===== src/rtl/regfile_arbiter.sv =====
// rtl/regfile_arbiter.sv - two-requester round-robin sequencer for the 32x32 three-port register file
module regfile_arbiter #(
  parameter int DW = 32,
  parameter int AW = 5
) (
  input  logic          clk,
  input  logic          rst,
  input  logic          req0,
  input  logic          req1,
  input  logic          we0,
  input  logic          we1,
  input  logic [AW-1:0] wsel0,
  input  logic [AW-1:0] wsel1,
  input  logic [DW-1:0] wdata0,
  input  logic [DW-1:0] wdata1,
  input  logic [AW-1:0] rsel10,
  input  logic [AW-1:0] rsel20,
  input  logic [AW-1:0] rsel11,
  input  logic [AW-1:0] rsel21,
  output logic          gnt0,
  output logic          gnt1,
  output logic          rvalid0,
  output logic          rvalid1,
  output logic [DW-1:0] rdataA0,
  output logic [DW-1:0] rdataB0,
  output logic [DW-1:0] rdataA1,
  output logic [DW-1:0] rdataB1,
  output logic          wzero,
  output logic          busy,
  output logic          rf_EN,
  output logic          rf_read,
  output logic          rf_write,
  output logic [AW-1:0] rf_selectW1,
  output logic [AW-1:0] rf_selectR1,
  output logic [AW-1:0] rf_selectR2,
  output logic [DW-1:0] rf_addr,
  input  logic [DW-1:0] rf_outA,
  input  logic [DW-1:0] rf_outB
);

  typedef enum logic [1:0] {IDLE, ISSUE, RESP} state_t;

  state_t        state;
  logic          last;
  logic          cmd_who;
  logic          cmd_we;

  logic          win;
  logic          sel_we;
  logic [AW-1:0] sel_wsel;
  logic [DW-1:0] sel_wdata;
  logic [AW-1:0] sel_rsel1;
  logic [AW-1:0] sel_rsel2;

  // Under contention the requester not granted last wins; a lone request always wins.
  always_comb begin
    win       = (req0 & req1) ? ~last : req1;
    sel_we    = win ? we1    : we0;
    sel_wsel  = win ? wsel1  : wsel0;
    sel_wdata = win ? wdata1 : wdata0;
    sel_rsel1 = win ? rsel11 : rsel10;
    sel_rsel2 = win ? rsel21 : rsel20;
  end

  always_ff @(posedge clk or negedge rst) begin
    if (!rst) begin
      state       <= IDLE;
      last        <= 1'b1;
      cmd_who     <= 1'b0;
      cmd_we      <= 1'b0;
      gnt0        <= 1'b0;
      gnt1        <= 1'b0;
      rvalid0     <= 1'b0;
      rvalid1     <= 1'b0;
      rdataA0     <= '0;
      rdataB0     <= '0;
      rdataA1     <= '0;
      rdataB1     <= '0;
      wzero       <= 1'b0;
      busy        <= 1'b0;
      rf_EN       <= 1'b0;
      rf_read     <= 1'b0;
      rf_write    <= 1'b0;
      rf_selectW1 <= '0;
      rf_selectR1 <= '0;
      rf_selectR2 <= '0;
      rf_addr     <= '0;
    end else begin
      gnt0        <= 1'b0;
      gnt1        <= 1'b0;
      rvalid0     <= 1'b0;
      rvalid1     <= 1'b0;
      wzero       <= 1'b0;
      rf_EN       <= 1'b0;
      rf_read     <= 1'b0;
      rf_write    <= 1'b0;
      rf_selectW1 <= '0;
      rf_selectR1 <= '0;
      rf_selectR2 <= '0;
      rf_addr     <= '0;
      case (state)
        IDLE: begin
          if (req0 | req1) begin
            state       <= ISSUE;
            busy        <= 1'b1;
            last        <= win;
            cmd_who     <= win;
            cmd_we      <= sel_we;
            gnt0        <= ~win;
            gnt1        <= win;
            // The rf_* registers double as the latched command seen during ISSUE.
            rf_EN       <= 1'b1;
            rf_read     <= ~sel_we;
            rf_write    <= sel_we & (sel_wsel != '0);
            wzero       <= sel_we & (sel_wsel == '0);
            rf_selectW1 <= sel_wsel;
            rf_selectR1 <= sel_rsel1;
            rf_selectR2 <= sel_rsel2;
            rf_addr     <= sel_wdata;
          end
        end
        ISSUE: begin
          state <= RESP;
        end
        RESP: begin
          state <= IDLE;
          busy  <= 1'b0;
          if (!cmd_we) begin
            if (cmd_who) begin
              rdataA1 <= rf_outA;
              rdataB1 <= rf_outB;
              rvalid1 <= 1'b1;
            end else begin
              rdataA0 <= rf_outA;
              rdataB0 <= rf_outB;
              rvalid0 <= 1'b1;
            end
          end
        end
        default: begin
          state <= IDLE;
          busy  <= 1'b0;
        end
      endcase
    end
  end

endmodule

===== config.mk =====
export PLATFORM = sky130hd
export DESIGN_NAME = regfile_arbiter
export DESIGN_NICKNAME = d
export VERILOG_FILES = /design/src/rtl/regfile_arbiter.sv
export SDC_FILE = /design/constraint.sdc
export NUM_CORES = 1
export LEC_CHECK = 0
export CAP_MARGIN = 20
export CORE_MARGIN = 5
export CORE_UTILIZATION = 26
export CTS_CLUSTER_DIAMETER = 120
export CTS_CLUSTER_SIZE = 30
export DETAILED_ROUTE_END_ITERATION = 10
export PLACE_DENSITY = 0.56
export SLEW_MARGIN = 20
export SYNTH_ARGS = -nofsm -noshare
export SYNTH_HDL_FRONTEND = slang
export SYNTH_SLANG_ARGS = --single-unit

===== constraint.sdc =====
create_clock -name clk -period 3.1 [get_ports clk]
set_input_delay 0.31 -clock clk [delete_from_list [all_inputs] [get_ports clk]]
set_output_delay 0.31 -clock clk [all_outputs]
set_load 0.01 [all_outputs]

==> results.yml, run 1 <==
clocking:
  clock-sinks: 189
  tritoncts: "yes"
  cts_hold_buf: 1
  postCtsSetupRepairBufs: 0
  cts-resized-gates: 0
  clk_path_buf_depth: 2
  root_buffer: "clkbuf_16"
  cts_buffers: 17
  clk_pin_slew_worst_paths_ns: 0.08
  htree_levels: 4
  clk_latency_ns: 0.42
floorplanning:
  pin_count: 348
  dieArea_um2: 31580
  die_height_um: 177.7
  die_w_um: 177.7
  rows: 61
  initial_core_util_pct: 26.32
  core_area_um2: 27780
setup_path:
  cp.arrival_ns: 2.17
  required_ns: 3.41
  cp-start-kind: "register"
  cp-end-kind: "register"
  crit_type: "register to register"
  r2r_end: "rdataA0[22]"
  crit_slowest_cell: "buf_4"
  rr_worst_depth: 3
  worst-r2r-setup-slack_ns: 1.24
  worstPathCellList: "nor4b_4, buf_4, mux2_2"
  r2r-start: "state[0]"
  cp_max_fo: 39
  critPathMaxStageDelay_ns: 0.52
timing:
  fin_tns_setup_ns: 0
  fmax_ghz: 0.5364
  worstMarginPinSlew_ns: 0.6882
  slew_headroom_pct: 54.12
  fin_crit_sh_pct: 60.14
  holdWs_ns: 0.4713
  setup_viol: 0
  skew_ns: 0.008284
  fin_crit_ns: 1.864
  finalHoldViolations: 0
  rsz0062_at_grt: "false"
  finalMaxSlewViolations: 0
synthesis:
  synthFlopType: "dfrtp_1"
  synth-edff-count: 0
  async_reset_ff_share_pct: 100.0
  synth_cells: 430
  yosysUniqueCellTypes: 32
  ys_seq_elements: 189
  ys_warn_count: 0
  syn_avg_cell_area_um2: 17.01
  syn-num-nets: 594
  seq_area_frac_synth_pct: 64.69
  syn_area_um2: 7313
pwr:
  peakVddDrop_mv: 0.4224
  p_leak_nw: 4.980
  power_per_cell_area_nw_per_um2: 938.3
drt:
  avgRoutedWirePerCell_um: 18.44
  ant_nets: 0
  vias_per_cell: 4.167
  dr.first_iter.drc_count: 145
  drc: 0
  vias: 4879
  routed_wl_um: 21600
  drtPass1Iterations: 4
finish:
  finish.utilization_pct: 41.90
  diodes: 0
  area_growth_pct: 59.18
  final_common_cell: "clkdlybuf4s50_1"
  layout_common_cells: "clkdlybuf4s50_1 (346), dfrtp_1 (188), mux2_4 (49)"
  nFillCells: 2666
  final_nets: 944
  drive_gt1_share_pct: 17.02
worst_hold_path:
  min_from: "wsel0[4]"
  hp-class: "input port to register"
  min_path_cells: 3
  hold_end: "rf_selectW1[4]"
global_routing:
  grt_pass1_wl_um: 32930
  grt_max_degree: 81
  track_usage_pct: 13.58
  grt_pass1_vias: 5357
  antenna_found_initial: 0
  grt_overflow_total: 0
place:
  gp_congestion: 0.7770
  port_buffers: 347
  dp_hpwl_um: 16080
job:
  drv_cap: 0
outcome:
  outcome: "finished, final reports clean"
==> cell families (layout without fill, tap and decap cells) <==
family | after synthesis | count (layout) | share of synthesized area [%]
and+or+nand+nor | 26 | 26 | 2.327
AOI/OAI and AO/OA | 58 | 58 | 6.416
buffers and inverters | 29 | 392 | 4.345
DFF | 189 | 189 | 64.69
muxes | 128 | 128 | 22.22
==> cell type report <==
type	instances	area [um2]	area share, %
inverter	4	15.01	0.1290
clock inverter	13	120.1	1.032
tap	378	473.0	4.063
multi-input combinational	212	2265	19.45
timing repair buffer	356	3585	30.79
clock buffer	19	452.9	3.891
sequential	189	4731	40.64
==> where the power goes <==
group          internal, mW  switching (mW)  leakage, nW
logic                  2.94            1.78         2.33
clock network          1.11            1.04        0.286
registers              3.53           0.522         2.36
==> worst max-delay path: cells and delay by family (launching register included) <==
family | cells | cell delay [ns]
buffers and inverters | 1 | 0.52
flip-flops | 1 | 0.47
multiplexers | 1 | 0.41
AND/OR/NAND/NOR | 1 | 0.32
==> worst max path at each step <==
stage,from,endpoint,slack (ns),cells after the start
6_report,state[0],rdataA0[22],1.24,3
5_1_grt,state[1],rdataA0[5],1.12,3
4_1_cts,state[0],rdataA0[24],1.19,3
3_5_place_dp,req1,rf_addr[21],1.06,5
3_3_place_gp,req1,rf_addr[29],1.09,5
2_1_floorplan,state[0],rdataB0[12],1.59,4
==> through the flow <==
step | power [mW] | cell area (um2) | instances | worst slack [ns]
final | 10.92 | 11640 | 1171 | 1.236
after global routing | 11.57 | 11640 | 1171 | 1.121
after CTS | 11.14 | 11640 | 1171 | 1.193
after detailed placement | 8.919 | 11060 | 1138 | 1.062
after global placement | 8.868 | 11060 | 1138 | 1.092
after floorplan | 6.170 | 7313 | 430 | 1.595
==> cell usage after synthesis, types with 2 or more instances <==
library cell  instances  area, um2
mux2_4               49      735.7
buf_12                5      100.1
nand2_1              13      48.80
buf_2                 3      15.01
dfrtp_1             188       4705
a21o_1                2      15.01
buf_6                15      168.9
a22o_1               42      367.9
mux2_1               39      439.2
o211ai_1              2      15.01
a21oi_1               7      35.03
and3_1                2      12.51
or4_1                 2      15.01
mux2_2               40      450.4
inv_1                 4      15.01
==> registers in the layout (all words and copies together) (netlist names), 2 cells and up <==
signal / flops
rf_addr: 32
rdataA0: 32
rf_selectR2: 5
rf_selectW1: 5
rdataA1: 32
rf_selectR1: 5
state: 2
rdataB0: 32
rdataB1: 32
==> routing by layer <==
layer	GRT usage, %	share of wire, %	wire length, um	vias up
met2	22.47	50	10750	215
met1	15.85	38	8237	2396
met4	3.384	1.5	314	0
met3	6.647	11	2294	17
met5	0	0	0	-
li1	-	-	-	2251
Power figures use the tool's default switching activity.
==> run 2, diff against run 1 <==
Settings changed: PLACE_DENSITY 0.56 to 0.58.
Clock period 3.1 ns to 1.5 ns, I/O delays scaled along.
==> run 2 against run 1 <==
Against the previous run:
- via count up 4.8%
- the run now ends with setup timing left
- sequential share of layout area down 2.6 points
- clock skew down 0.00070 ns
==> results.yml, run 2 (synthesis results as in run 1) <==
outcome:
  outcome: "finished with violations"
  failed_checks: "setup timing"
global_routing:
  track_usage_pct: 13.56
  grt_pass1_wl_um: 32980
  grt.met2_usage_pct: 23.13
  grt_max_degree: 73
  grt_pass1_vias: 5634
  use_met1_pct: 15.53
  gr-usage-met3_pct: 6.455
  antenna_found_initial: 0
  grt_overflow_total: 0
  busiest_layer: "met2"
finish:
  diodes: 0
  fin_cells: 1201
  layout_common_cells: "dfrtp_1 (187), clkdlybuf4s50_1 (181), mux2_4 (109)"
  final_nets: 974
  final_common_cell: "dfrtp_1"
  area_growth_pct: 69.92
  drive_gt1_share_pct: 24.06
drt:
  drtPass1Iterations: 4
  vias_per_cell: 4.257
  avgRoutedWirePerCell_um: 18.90
  ant_nets: 0
  routed_wl_um: 22700
  vias: 5113
  drc: 0
  dr.first_iter.drc_count: 147
place:
  port_buffers: 347
  gp_congestion: 0.7943
  dp_hpwl_um: 16170
  placedCellCount: 1159
floorplanning:
  pin_count: 348
  die_height_um: 177.7
  die_w_um: 177.7
  dieArea_um2: 31580
  rows: 61
  initial_core_util_pct: 26.32
  core_area_um2: 27780
clocking:
  tritoncts: "yes"
  root_buffer: "clkbuf_16"
  clk_pin_slew_worst_paths_ns: 0.07
  clk_latency_ns: 0.42
  htree_levels: 4
  cts_buffers: 17
  clock-sinks: 189
  clk_path_buf_depth: 2
timing:
  slew_headroom_pct: 72.16
  holdWs_ns: 0.1504
  rsz0062_at_grt: "true"
  fin_crit_sh_pct: 104.2
  timing.final.ws_setup_ns: -0.06246
  skew_ns: 0.007583
  fmax_ghz: 0.6400
  fin_crit_ns: 1.562
  setup_viol: 112
  finalMaxSlewViolations: 0
  worstMarginPinSlew_ns: 0.4175
  finalHoldViolations: 0
pwr:
  peakVddDrop_mv: 0.6111
  power_per_cell_area_nw_per_um2: 1849
  power_mw: 22.98
  p_leak_nw: 6.554
setup_path:
  cp-end-kind: "register"
  startpoint: "state[0]"
  required_ns: 1.80
  crit_end: "rdataA0[7]"
  r2r-start: "state[0]"
  cp.arrival_ns: 1.86
  crit_slowest_cell: "dfrtp_2"
  rr_worst_depth: 4
  r2r_end: "rdataA0[7]"
  crit_type: "register to register"
  cp-start-kind: "register"
  critPathMaxStageDelay_ns: 0.43
  worstPathCellList: "nor4b_4, buf_6, buf_12, mux2_1"
  worst-r2r-setup-slack_ns: -0.06
  cp_max_fo: 16
job:
  drv_cap: 0
worst_hold_path:
  hp-class: "input port to async pin"
-- run 2: changes by cell type in the layout (fill, tap and decap cells not counted), moves of 11 or more --
| cell | delta |
|---|---|
| dlygate4sd2_1 | +85 |
| mux2_2 | -27 |
| dlymetal6s2s_1 | +80 |
| mux2_1 | -33 |
| clkdlybuf4s50_1 | -165 |
| buf_4 | +11 |
| mux2_4 | +60 |
-- run 2: final cells by class --
| cell class | count | area (um2) |
|---|---|---|
| clock buffer | 20 | 446.7 |
| timing repair buffer | 386 | 4136 |
| sequential | 189 | 4732 |
| fill | 2567 | 15350 |
| clock inverter | 12 | 128.9 |
| inverter | 4 | 15.01 |
| tap | 378 | 473.0 |
| multi-input combinational | 212 | 2495 |
-- run 2: through the flow --
step                setup TNS [ns]  util (%)  instance area (um2)  setup slack [ns]
floorplan                        0         -                 7315          0.007635
global placement            -8.701     40.78                11330           -0.1378
detailed placement          -10.79     40.78                11330           -0.1288
CTS                         -6.229     43.19                12000          -0.09440
global route                -11.32     44.73                12430           -0.1529
finish                      -3.755     44.73                12430          -0.06246
-- run 2: power by group --
part | total, mW | switching [mW] | internal (mW)
combinational | 10.1 | 3.94 | 6.19
sequential | 8.39 | 1.08 | 7.31
clock | 4.46 | 2.07 | 2.39
total | 23.0 | 7.08 | 15.9
-- run 2: worst min-delay path by stage --
stage / slack, ns / start / to
floorplan: -0.15 / rst / busy
detailed placement: 0.03 / rst / rdataA1[18]
finish: 0.15 / rst / rdataA1[18]
CTS: 0.12 / rst / rdataA1[18]
global placement: 0.03 / rst / rdataA1[18]
global route: 0.13 / rst / rdataA1[18]
-- run 2: repair_timing --
action / in CTS / in global routing
buffers inserted: 2 / 2
setup endpoints to repair: 208 / 216
hold endpoints to repair: 188 / 0
hold buffers: 1 / 0
pin swaps: 1 / 1
resized for setup: 125 / 110
gates cloned: 1 / 4
-- run 2: worst max-delay path, delay by kind of cell, from the launching register on --
family                 cells  cell delay [ns]
buffers and inverters      2             0.35
DFF                        1             0.43
muxes                      1             0.33
and+or+nand+nor            1             0.32
-- run 2: layer usage --
layer | wire [um] | vias up
li1 | - | 2306
met1 | 8897 | 2560
met2 | 11310 | 236
met3 | 2268 | 11
met4 | 218 | 0
met5 | 0 | -
==> run 3, diff against run 2 <==
Settings changed: CTS_CLUSTER_SIZE 30 to 8.
==> results of run 3 <==
No change in the layout: final DEF, timing and power equal those of run 2.
==> RTL change: new RTL, flow settings as in run 2 <==
`AW`: 5 -> 6.
--- a/src/rtl/regfile_arbiter.sv
+++ b/src/rtl/regfile_arbiter.sv
@@ -2,5 +2,5 @@
 module regfile_arbiter #(
   parameter int DW = 32,
-  parameter int AW = 5
+  parameter int AW = 6
 ) (
   input  logic          clk,
Ports: changed (9 resized); port bits go from 348 to 357. No check against the original RTL was run, so the function may have changed too.
==> RTL change against run 2 <==
- critical path type unchanged
- die area fell by 2.2%
- utilization rose by 2.2 points
- sequential cell count rose by 3
- critical path depth did not move
- cell count fell by 0.67%
- final area rose by 2.1%
- sequential power rose by 0.6%
- total power rose by 0.45%
- the run still ends with setup timing left
- worst hold slack improved by 0.068 ns
- routed wire length rose by 8.3%
- synthesized area fell by 2.3%
- setup slack got worse by 0.044 ns
- maximum frequency fell by 2.8%
==> RTL change: results (changes against run 2) <==
vias in the first global route - 5,676 (was 5,634)
GRT met1 Usage - 16.0% (was 15.5%)
Seq/total area - 37.9% (was 38.1%)
register area - 4810 um^2 (was 4730 um^2)
grt met3 use - 7.66% (was 6.46%)
largest net degree at the start of global routing - 47 (was 73)
DRT iter0 DRCs - 131 (was 147)
Post-synth top cells - dfrtp_1, mux2_1, a22o_1 (was dfrtp_1, mux2_4, a22o_1)
# setup viols final - 123 (was 112)
Routed met2 length - 12.1 mm (was 11.3 mm)
DP Area - 11,400 um^2 (was 11,300 um^2)
vias post-DR - 5,336 (was 5,113)
syn_nets - 611 (was 594)
Clock Power Share - 19.0% (was 19.4%)
worst-path fanout max - 10 (was 16)
hold slack final - 0.218 ns (was 0.150 ns)
Non-clk bufs - 406 (was 386)
Gate Count Post-Synth - 441 (was 430)
share of cells above drive strength 1 - 21.8% (was 24.1%)
Fin Clk Skew - 0.0141 ns (was 0.00758 ns)
status - finished with violations (unchanged)
Setup TNS Final - -5.75 ns (was -3.76 ns)
violated checks - setup timing (unchanged)
Sw Ratio - 31.5% (was 30.8%)
post_cts resized - 110 (was 125)
post-DP HPWL - 17.3 mm (was 16.2 mm)
worst slew pin tran - 0.393 ns (was 0.418 ns)
Port Buf Inserts - 356 (was 347)
Worst Slack Setup Final - -0.107 ns (was -0.0625 ns)
clock buffer count - 18 (was 20)
synth unique cells - 30 (was 32)
fin nets - 1,010 (was 974)
Static Leak - 6.76 nW (was 6.55 nW)
NonClk Buf Share - 34.8% (was 33.3%)
## RTL change: changes by cell type after synthesis, moves of 3 or more
cell / delta
buf_2: +6
mux2_2: -10
buf_12: -5
mux2_1: +59
dfrtp_1: +3
buf_4: +3
mux2_4: -49
## RTL change: cells by family (layout without fill, tap and decap cells)
| family | count (synthesis) | count (layout) | synth area share [%] |
|---|---|---|---|
| AO/OA/AOI/OAI | 61 | 61 | 6.88 |
| buffers and inverters | 30 | 441 | 3.26 |
| flip-flops | 192 | 192 | 67.3 |
| multiplexers | 128 | 128 | 20.2 |
| AND/OR/NAND/NOR | 30 | 30 | 2.40 |
## RTL change: final timing paths
check | startpoint | endpoint | cells after the start
worst max-delay path | state[0] | rdataA1[28] | 4
worst min-delay path | rst | rdataA1[27] | 2
worst max register to register | state[0] | rdataA1[28] | 4
worst min register to register | rdataB0[25] | rdataB0[25] | 1
max in group asynchronous | rst | last | 3
min in group clk | wsel0[4] | rf_selectW1[4] | 3
